--- config.mk ---
export PLATFORM = sky130hd
export DESIGN_NAME = lfsr_bist_ctrl
export DESIGN_NICKNAME = d
export VERILOG_FILES = /design/src/rtl/lfsr_bist_pkg.sv /design/src/rtl/lfsr_bist_ctrl.sv
export SDC_FILE = /design/constraint.sdc
export NUM_CORES = 1
export LEC_CHECK = 0
export BUFFER_PORTS_ARGS = -buffer_cell sky130_fd_sc_hd__buf_2
export CORE_MARGIN = 1
export CORE_UTILIZATION = 35
export DETAILED_ROUTE_END_ITERATION = 10
export GPL_TIMING_DRIVEN = 0
export PLACE_DENSITY = 0.65
export SLEW_MARGIN = 20
export SYNTH_ARGS = -nofsm -noshare
export SYNTH_HDL_FRONTEND = slang
export SYNTH_SLANG_ARGS = --single-unit
--- constraint.sdc ---
create_clock -name clk -period 2.9 [get_ports clk]
set_clock_uncertainty 0.05 [all_clocks]
set_input_delay 0.29 -clock clk [delete_from_list [all_inputs] [get_ports clk]]
set_output_delay 0.29 -clock clk [all_outputs]
set_load 0.005 [all_outputs]
--- src/rtl/lfsr_bist_pkg.sv ---
// ---------------------------------------------------------------------------
// lfsr_bist_pkg
// Shared definitions for the LFSR built-in self-test sequencer:
//   - state_t       : sequencer state encoding (IDLE, RESET, RUN, DONE)
//   - RES_*         : 2-bit result codes reported on lfsr_bist_ctrl.result
//   - default_taps  : feedback mask for the full-period lfsr at common widths
// ---------------------------------------------------------------------------
package lfsr_bist_pkg;

    typedef enum logic [1:0] {
        ST_IDLE  = 2'b00,
        ST_RESET = 2'b01,
        ST_RUN   = 2'b10,
        ST_DONE  = 2'b11
    } state_t;

    localparam logic [1:0] RES_PASS       = 2'b00;
    localparam logic [1:0] RES_BAD_RESET  = 2'b01;
    localparam logic [1:0] RES_EARLY_ZERO = 2'b10;
    localparam logic [1:0] RES_NO_RETURN  = 2'b11;

    // Tap mask (bit i set = state[i] feeds the XOR) of a primitive trinomial.
    // Widths without an entry fall back to the top two bits, which is not
    // guaranteed maximal; such instances must pass an explicit TAPS.
    function automatic logic [31:0] default_taps(input int w);
        logic [31:0] mask;
        case (w)
            4:       mask = 32'h0000_000C;   // x^4 + x^3 + 1
            20:      mask = 32'h0009_0000;   // x^20 + x^17 + 1
            default: mask = 32'h0000_0003 << (w - 2);
        endcase
        return mask;
    endfunction

endpackage

--- src/rtl/lfsr_bist_ctrl.sv ---
// ---------------------------------------------------------------------------
// lfsr_bist_ctrl
// Self-test sequencer for an attached full-period lfsr. On start it holds the
// lfsr in reset for RST_CYCLES cycles, then counts advances and checks that
// 0 is present at advance 0, absent for 1..2^WIDTH-1 and back at 2^WIDTH.
// Ports:
//   clk      in  1        rising-edge clock
//   rst      in  1        asynchronous active-high reset of this block
//   start    in  1        begin a test (honoured in IDLE or DONE)
//   abort    in  1        cancel a running test, back to IDLE
//   lfsr_out in  WIDTH    registered output of the attached lfsr
//   lfsr_rst out 1        registered reset to the attached lfsr
//   busy     out 1        high in RESET and RUN
//   done     out 1        high in DONE
//   result   out 2        PASS / BAD_RESET / EARLY_ZERO / NO_RETURN
//   fail_cnt out WIDTH+1  advance count of the failure, 0 on PASS
// ---------------------------------------------------------------------------
module lfsr_bist_ctrl
    import lfsr_bist_pkg::*;
#(
    parameter int WIDTH      = 20,
    parameter int RST_CYCLES = 2
) (
    input  logic             clk,
    input  logic             rst,
    input  logic             start,
    input  logic             abort,
    input  logic [WIDTH-1:0] lfsr_out,
    output logic             lfsr_rst,
    output logic             busy,
    output logic             done,
    output logic [1:0]       result,
    output logic [WIDTH:0]   fail_cnt
);

    localparam int             RCW      = (RST_CYCLES > 1) ? $clog2(RST_CYCLES) : 1;
    localparam logic [RCW-1:0] RST_LAST = RCW'(RST_CYCLES - 1);
    localparam logic [WIDTH:0] CNT_END  = {1'b1, {WIDTH{1'b0}}};

    state_t         state, next_state;
    logic [RCW-1:0] rst_cnt;
    logic [WIDTH:0] cnt;

    logic           start_hit;
    logic           abort_hit;
    logic           verdict_valid;
    logic [1:0]     verdict_code;
    logic [WIDTH:0] verdict_cnt;
    logic           lfsr_rst_d, busy_d, done_d;

    // abort wins over start (in IDLE) and over a same-cycle verdict (in RUN)
    assign start_hit = start && !abort && (state == ST_IDLE || state == ST_DONE);
    assign abort_hit = abort && (state == ST_RESET || state == ST_RUN);

    // ---------------- verdict on the current advance count ----------------
    // NOTE: every always_comb output gets a default first so no path leaves
    // it unassigned, which would otherwise infer a latch.
    always_comb begin
        verdict_valid = 1'b0;
        verdict_code  = RES_PASS;
        verdict_cnt   = '0;
        if (state == ST_RUN) begin
            if (cnt == '0) begin
                if (lfsr_out != '0) begin
                    verdict_valid = 1'b1;
                    verdict_code  = RES_BAD_RESET;
                end
            end else if (cnt == CNT_END) begin
                verdict_valid = 1'b1;
                if (lfsr_out != '0) begin
                    verdict_code = RES_NO_RETURN;
                    verdict_cnt  = cnt;
                end
            end else if (lfsr_out == '0) begin
                verdict_valid = 1'b1;
                verdict_code  = RES_EARLY_ZERO;
                verdict_cnt   = cnt;
            end
        end
    end

    // ---------------- FSM: state register ----------------
    always_ff @(posedge clk or posedge rst) begin
        if (rst) begin
            state <= ST_IDLE;
        end else begin
            state <= next_state;
        end
    end

    // ---------------- FSM: next state ----------------
    always_comb begin
        next_state = state;
        case (state)
            ST_IDLE:  if (start_hit) next_state = ST_RESET;
            ST_RESET: begin
                if (abort_hit)                next_state = ST_IDLE;
                else if (rst_cnt == RST_LAST) next_state = ST_RUN;
            end
            ST_RUN: begin
                if (abort_hit)          next_state = ST_IDLE;
                else if (verdict_valid) next_state = ST_DONE;
            end
            ST_DONE:  if (start_hit) next_state = ST_RESET;
            default:  next_state = ST_IDLE;
        endcase
    end

    // ---------------- FSM: outputs ----------------
    // Decoded from next_state and registered below, so the flags line up
    // with the state and no input reaches an output combinationally.
    always_comb begin
        lfsr_rst_d = (next_state == ST_RESET);
        busy_d     = (next_state == ST_RESET) || (next_state == ST_RUN);
        done_d     = (next_state == ST_DONE);
    end

    always_ff @(posedge clk or posedge rst) begin
        if (rst) begin
            lfsr_rst <= 1'b0;
            busy     <= 1'b0;
            done     <= 1'b0;
        end else begin
            lfsr_rst <= lfsr_rst_d;
            busy     <= busy_d;
            done     <= done_d;
        end
    end

    // ---------------- counters ----------------
    // cnt only keeps counting while RUN continues, so it is 0 in the first
    // RUN cycle and never steps past 2^WIDTH (that value forces a verdict).
    always_ff @(posedge clk or posedge rst) begin
        if (rst) begin
            rst_cnt <= '0;
            cnt     <= '0;
        end else begin
            rst_cnt <= (state == ST_RESET) ? rst_cnt + 1'b1 : '0;
            cnt     <= (state == ST_RUN && next_state == ST_RUN) ? cnt + 1'b1 : '0;
        end
    end

    // ---------------- result registers ----------------
    always_ff @(posedge clk or posedge rst) begin
        if (rst) begin
            result   <= RES_PASS;
            fail_cnt <= '0;
        end else if (abort_hit || start_hit) begin
            result   <= RES_PASS;
            fail_cnt <= '0;
        end else if (verdict_valid) begin
            result   <= verdict_code;
            fail_cnt <= verdict_cnt;
        end
    end

endmodule

# Word-level counts from Yosys, hierarchy flattened

Index checks and enable logic that the tools add are counted.

Add/subtract/negate cells: 2
Multipliers: 0
Divide/modulo/power cells: 0
Magnitude comparators: 0
Eq/ne operators: 7
Shift operators: 0
Mux-type cells: 28
Bitwise gates (word level): 0
Reductions and logical operators: 15

Operators with widths:

| operator              | number |
|---|---|
| $mux 21               | 8 |
| $mux 2                | 12 |
| $add 21x1->21 const B | 1 |
| $eq 21x21->1 const B  | 1 |
| $logic_not 21->1      | 1 |
| $logic_not 20->1      | 1 |
| $reduce_bool 20->1    | 1 |
| $eq 2x2->1 const B    | 4 |
| $mux 1                | 7 |
| $pmux 2 s3            | 1 |
| $eq 2x1->1 const B    | 2 |
| $logic_and 1x1->1     | 4 |
| $logic_or 1x1->1      | 4 |
| $logic_not 2->1       | 1 |
| $reduce_bool 2->1     | 1 |
| $reduce_or 2->1       | 1 |
| $add 1x1->1 const B   | 1 |
| $logic_not 1->1       | 1 |

Bits in registers: 50
Latch bits: 0
RAM bits: 0
Memory bits (read-only): 0
Input port bits: 24
Output and inout bits: 26
Word-level logic and storage cells: 60
Memories kept: 0

# Depth between registers and ports, before layout

Gate-level depths: netlist (run 1).

Depth after elaboration: 11
Mapped depth: 14
Gate-level depth less buffers: 13

# Worst setup path after synthesis (run 1)

OpenSTA, ideal clock, no wires.

Path type: register to register
From: reg cnt[0]
To: reg cnt[11]
Data arrival time: 2.685 ns
Required time: 2.718 ns
Slack: 0.033 ns
Cell stages (with the launch flop): 15
Buffers on the path: 1
Period minus slack after synthesis: 2.867 ns
Cell sequence: dfrtp_1 -> inv_1 -> ha_1 -> nor4b_1 -> nand4_1 -> nor4_1 -> inv_1 -> ha_1 -> o21ai_0 -> and2_1 -> o221ai_1 -> ha_1 -> nand2_1 -> clkbuf_1 -> nor2_1

Word-level cells in the longest chain between the ends: 10

RTL lines:

| item                   | RTL line              | source |
|---|---|---|
| start, declared        | lfsr_bist_ctrl.sv:42  | `logic [WIDTH:0] cnt;` |
| start signal, assigned | lfsr_bist_ctrl.sv:139 | `cnt <= (state == ST_RUN && next_state == ST_RUN) ? cnt + 1'b1 : '0;` |
| $eq 21x21->1           | lfsr_bist_ctrl.sv:68  | `end else if (cnt == CNT_END) begin` |
| $mux 1                 | lfsr_bist_ctrl.sv:68  |  |
| $mux 1                 | lfsr_bist_ctrl.sv:63  | `if (cnt == '0) begin` |
| $mux 1                 | lfsr_bist_ctrl.sv:62  | `if (state == ST_RUN) begin` |
| $mux 2                 | lfsr_bist_ctrl.sv:102 | `else if (verdict_valid) next_state = ST_DONE;` |
| $mux 2                 | lfsr_bist_ctrl.sv:101 | `if (abort_hit) next_state = ST_IDLE;` |
| $pmux 2 s3             | lfsr_bist_ctrl.sv:94  | `case (state)` |
| $eq 2x2->1             | lfsr_bist_ctrl.sv:139 |  |
| $logic_and 1x1->1      | lfsr_bist_ctrl.sv:139 |  |
| $mux 21 (*)            | lfsr_bist_ctrl.sv:139 |  |

Mark *: on every way between the ends. The rest lies on a longest branch, timed or not.
A chain may end at the register's enable or synchronous reset.

# Worst setup path in the final report (run 1)

From: reg cnt[16]
To: reg cnt[16]

Word-level cells in the longest chain between the ends: 10

RTL lines:

| item                  | RTL line              | source |
|---|---|---|
| $eq 21x21->1          | lfsr_bist_ctrl.sv:68  |  |
| $mux 1                | lfsr_bist_ctrl.sv:68  |  |
| $mux 1 (*)            | lfsr_bist_ctrl.sv:63  |  |
| $mux 1 (*)            | lfsr_bist_ctrl.sv:62  |  |
| $mux 2 (*)            | lfsr_bist_ctrl.sv:102 |  |
| $mux 2 (*)            | lfsr_bist_ctrl.sv:101 |  |
| $pmux 2 s3 (*)        | lfsr_bist_ctrl.sv:94  |  |
| via next_state[1]     | lfsr_bist_ctrl.sv:40  | `state_t state, next_state;` |
| $eq 2x2->1 (*)        | lfsr_bist_ctrl.sv:139 |  |
| $logic_and 1x1->1 (*) | lfsr_bist_ctrl.sv:139 |  |
| $mux 21 (*)           | lfsr_bist_ctrl.sv:139 |  |

The timed path passes the listed nets; every way through them passes the cells marked *.

==> flow_metrics.tcl, run 1 <==
set metrics [dict create \
    die_width_um 86.1 \
    final-hold-violation-count 0 \
    finalSetupViolCount 0 \
    hold_path_class "primary input to flop" \
    crit_required_ps 3050 \
    cts_tree "done" \
    synth_area_um2 2480 \
    io_buffers 49 \
    stdcell_count 390 \
    path_buf_inv 1 \
    worst_slew_pin_slew_ps 975 \
    syn2layout_area_growth_pct 29.8 \
    final_util 0.471 \
    path_max_fanout 6 \
    clock_sinks 50 \
    outcome "completed" \
    viasPerCell 5.24 \
    gp_congestion 0.774 \
    first_pass_iters 4 \
    dpl.hpwl_mm 3.94 \
    dr.first_iter.drc_count 184 \
    clk_latency_ps 310 \
    start_util 0.362 \
    synth_seq_area_share 0.505 \
    slowest_delay_ps 600 \
    drive_above_1_share 0.340 \
    worst_setup_path_end_kind "flop" \
    start_kind "flop" \
    htree_num_levels 2 \
    layout_common_cells "buf_2, dfrtp_1, a32o_1" \
    rows 30 \
    nets 327 \
    overflow 0 \
    core_um2 6830 \
    clockBufferDepth 2 \
    p_per_area_nw_per_um2 631 \
    synth_fa_ha_area_frac 0.0505 \
    die-area_um2 7410 \
    clkTransAtPathRegs_ps 80 \
    cpLargestDelayFamily "simple AND/OR/NAND/NOR gates" \
    grt_first_pass_wirelength_mm 9.65 \
    yosys.area_share.simple 0.200 \
    netlist_instances 228 \
    first_global_vias 2043 \
    drc 0 \
    nFillCells 653 \
    wl_per_cell_um 15.0 \
    p_leak_nw 1.49 \
    finalCritPeriodShare 0.973 \
    maxSlewHeadroom 0.345 \
    syn_area_per_cell_um2 10.9 \
    total_power_mw 2.03 \
    synth_fp_nets 262 \
    place_ws_ps -581 \
    fmax_mhz 354 \
    synth_compound_area_frac 0.138 \
    grt.total_usage 0.167 \
    ys_ff_latch 50 \
    slew_violations 0 \
    ir_worst_vdd_uv 290 \
    synth_top_family_by_area "simple AND/OR/NAND/NOR gates" \
    path_cells "or4_4 > or4b_4 > and2_4 > o31a_1 > ha_2 > nand2_4 > buf_4 > nor2_1" \
    place_inst 374 \
    ios 50 \
    synth_mux_area_frac 0.00910 \
    synth_warnings 0 \
    finalCriticalPeriod_ps 2820 \
    synth_cell_types 36 \
    num_antenna_cells 0 \
    root_buffer "clkbuf_8" \
    tns_ps 0 \
    synthXorXnorAreaFrac 0.0566 \
    cp.arrival_ps 2980 \
    ant_nets 0 \
    cp_slowest_cell "or4_4" \
    die_y_um 86.1 \
    crit_type "flop to flop" \
    setup_slack_ps 77.2 \
    finalWirelength_mm 5.86 \
    mostFrequentLayoutCell "buf_2" \
    drv_cap 0 \
    numCtsBuffers 5 \
    antenna_found_initial 0 \
    grt_max_degree 28 \
    num_vias 2042 \
]
worst reg2reg max path, stage by stage (launching register included):
cell	delay, ps
dfrtp_1	470
or4_4	600
or4b_4	580
and2_4	170
o31a_1	310
ha_2	210
nand2_4	110
buf_4	160
nor2_1	50
sequential cells by signal (all words and copies together), names as in the netlist:
register,flops
done,1
result,2
cnt,21
fail_cnt,21
lfsr_rst,1
state,2
rst_cnt,1
busy,1
cell families after synthesis:
logic type	after synthesis
compound gates	38
simple gates	92
flops	50
mux	2
buf+inv	20
fa+ha+maj	10
xor+xnor	16
where the power goes:
part	switching, mW	internal, mW	leakage [nW]
clock	0.233	0.368	0.0714
sequential	0.0280	0.745	0.690
combinational	0.356	0.299	0.734
total	0.617	1.41	1.49
path summary, 6_finish.rpt:
| path | startpoint | end | slack (ps) | cells after the start |
|---|---|---|---|---|
| min in group asynchronous | rst | cnt[3] | 500 | 3 |
| worst max register to register | cnt[16] | cnt[16] | 80 | 8 |
| worst max-delay path | cnt[16] | cnt[16] | 80 | 8 |
| max in group asynchronous | rst | fail_cnt[18] | 1770 | 4 |
| worst min register to register | rst_cnt | rst_cnt | 400 | 1 |
| worst min-delay path | start | result[0] | 400 | 4 |
cell type report:
cell class              instances  area (µm²)  share of cell area
repair buffers                 60         360               0.112
flip-flops and latches         50        1250               0.389
well taps                      96         120              0.0374
inverters                       8        30.0             0.00934
multi-input cells             158        1220               0.381
plain buffers                  10        85.1              0.0265
clock buffers                   6        82.6              0.0257
clock inverters                 2        60.1              0.0187
timing repair:
item | CTS | global route
pin swaps | 3 | 4
endpoints found under the setup margin | 42 | 31
setup buffers | 3 | 4
cloned | 0 | 2
hold endpoints to repair | 23 | 0
hold buffers | 1 | 0
resized for setup | 8 | 27
synthesized netlist by cell type:
cell / count / area [µm²]
xnor2_1: 8 / 70.1
or4_4: 1 / 11.3
and2_1: 1 / 6.26
o21ai_0: 6 / 30.0
inv_1: 8 / 30.0
nor4_1: 10 / 62.6
a22o_1: 1 / 8.76
a31oi_4: 1 / 21.3
or3_1: 3 / 18.8
dfrtp_1: 50 / 1250
o2bb2ai_1: 1 / 8.76
xor2_1: 8 / 70.1
nor2b_1: 2 / 12.5
o31a_1: 1 / 8.76
nand3_1: 10 / 50.1
nor2_1: 23 / 86.3
buf_2: 3 / 15.0
a32o_1: 21 / 210
buf_6: 3 / 33.8
nand3b_1: 2 / 15.0
a21oi_1: 3 / 15.0
and3_1: 6 / 37.5
or4_1: 1 / 7.51
o31ai_1: 1 / 7.51
nand2_1: 14 / 52.6
and4_1: 3 / 26.3
nor4b_1: 2 / 17.5
o221ai_1: 1 / 8.76
mux2_2: 2 / 22.5
o221a_2: 2 / 22.5
or4b_4: 1 / 13.8
clkbuf_1: 6 / 22.5
nand2b_1: 4 / 25.0
ha_1: 10 / 125
nand4_1: 5 / 31.3
nor3_1: 4 / 20.0
metal layers:
metal | global-route usage | vias up | share of wire
li1 | - | 976 | -
met1 | 0.212 | 1008 | 0.45
met2 | 0.276 | 48 | 0.48
met3 | 0.0500 | 10 | 0.052
met4 | 0.0515 | 0 | 0.015
met5 | 0 | - | 0
through the flow:
stage	hold WS, ps	instance area, µm²
after floorplan	366	2480
after global placement	396	2840
after detailed placement	308	2860
after CTS	397	3060
after global routing	435	3210
final	402	3210
Note: power is estimated with default switching activity, not from simulation.
==> run 2, diff against run 1 <==
--- a/config.mk
+++ b/config.mk
@@ -6,7 +6,7 @@
 export NUM_CORES = 1
 export LEC_CHECK = 0
 export BUFFER_PORTS_ARGS = -buffer_cell sky130_fd_sc_hd__buf_2
-export CORE_MARGIN = 1
+export CORE_MARGIN = 8
 export CORE_UTILIZATION = 35
 export DETAILED_ROUTE_END_ITERATION = 10
 export GPL_TIMING_DRIVEN = 0
==> constraint.sdc (replaced) <==
create_clock -name clk -period 2.5 [get_ports clk]
set_clock_uncertainty 0.05 [all_clocks]
set_input_delay 0.25 -clock clk [delete_from_list [all_inputs] [get_ports clk]]
set_output_delay 0.25 -clock clk [all_outputs]
set_load 0.005 [all_outputs]
==> flow_metrics.tcl, run 2 (synthesis gave the netlist of run 1 again) <==
set metrics [dict create \
    root_buffer "clkbuf_8" \
    numCtsBuffers 5 \
    gp_congestion 0.786 \
    ant_nets 0 \
    start_kind "flop" \
    seq_area_um2 1260 \
    tns_ps -4520 \
    finalWirelength_mm 6.44 \
    crit_type "flop to flop" \
    ios 50 \
    cts_tree "done" \
    final-hold-violation-count 0 \
    viasPerCell 5.25 \
    finalSetupViolCount 44 \
    fin_area_um2 3340 \
    p_leak_nw 1.52 \
    num_vias 2074 \
    die_y_um 100 \
    drive_above_1_share 0.418 \
    nFillCells 662 \
    wl_per_cell_um 16.3 \
    hold_path_class "primary input to flop" \
    place_inst 374 \
    final_util 0.489 \
    top_regs "cnt x21, fail_cnt x21" \
    place_ws_ps -562 \
    clkTransAtPathRegs_ps 80 \
    stdcell_count 395 \
    drv_cap 0 \
    holdWs_ps 380 \
    grt_max_degree 29 \
    slew_violations 0 \
    die-area_um2 10000 \
    finalCriticalPeriod_ps 2690 \
    finalCritPeriodShare 1.07 \
    antenna_found_initial 0 \
    layout_common_cells "buf_2, dfrtp_1, a32o_1" \
    overflow 0 \
    whs_path_depth 4 \
    die_width_um 100 \
    setup_slack_ps -186 \
    grt.total_usage 0.134 \
    outcome "complete, but fails checks" \
    num_antenna_cells 0 \
    start_util 0.362 \
    grt_first_pass_wirelength_mm 10.6 \
    worst_setup_path_end_kind "flop" \
    reg2reg_depth 8 \
    dpl.hpwl_mm 4.25 \
    clk_latency_ps 300 \
    core_um2 6830 \
    crit_required_ps 2640 \
    maxSlewHeadroom 0.363 \
    mostFrequentLayoutCell "buf_2" \
    drc 0 \
    regToRegSetupSlack_ps -190 \
    multi_input_area_um2 1330 \
    p_per_area_nw_per_um2 674 \
    dr.first_iter.drc_count 70 \
    clock_sinks 50 \
    nets 333 \
    clockBufferDepth 2 \
    htree_num_levels 2 \
    rsz0062_at_grt "yes" \
    first_global_vias 2113 \
    place_area_um2 2910 \
    cp.arrival_ps 2820 \
    io_buffers 49 \
    first_pass_iters 4 \
    path_max_fanout 6 \
    ir_worst_vdd_uv 316 \
    fmax_mhz 372 \
    total_power_mw 2.25 \
    syn2layout_area_growth_pct 34.8 \
    worst_slew_pin_slew_ps 948 \
    violations "negative setup slack" \
    rows 30 \
]
==> run 2: where the power goes <==
group | internal, mW | switching, mW | total (mW)
Sequential | 0.864 | 0.0329 | 0.897
Combinational | 0.432 | 0.477 | 0.910
Clock | 0.193 | 0.251 | 0.445
==> run 2: layer usage <==
layer / vias to the layer above / GRT usage / wire length [µm]
met5: - / 0 / 0
met4: 0 / 0.0535 / 72
met3: 4 / 0.0339 / 303
met2: 40 / 0.220 / 3240
met1: 1042 / 0.163 / 2830
li1: 988 / - / -
==> run 2: worst paths after layout <==
path | from | end
max | cnt[16] | cnt[10]
min | abort | result[0]
max reg2reg | cnt[16] | cnt[10]
min reg2reg | rst_cnt | rst_cnt
max in group asynchronous | rst | cnt[16]
min in group asynchronous | rst | cnt[4]
==> run 2: critical path, cell delays in order (launching register included) <==
cell	delay [ps]
dfrtp_2	480
or4_4	580
or4b_4	500
and2_4	180
o31a_1	260
ha_2	210
nand2_4	130
buf_8	140
a21oi_2	30
==> run 2: layout make-up <==
type / instances / share of cell area
Sequential cell: 50 / 0.376
Inverter: 8 / 0.00900
Multi-Input combinational cell: 158 / 0.398
Clock buffer: 7 / 0.0229
Tap cell: 96 / 0.0360
Timing Repair Buffer: 67 / 0.129
Buffer: 9 / 0.0289
==> run 2: what timing repair did <==
| item | 4_1_cts | 5_1_grt |
|---|---|---|
| endpoints found under the hold margin | 8 | 0 |
| gates resized for setup | 37 | 24 |
| pin swaps | 21 | 11 |
| setup endpoints to repair | 48 | 49 |
| buffers inserted | 9 | 3 |
| hold buffers | 1 | 0 |
| gates cloned | 4 | 1 |
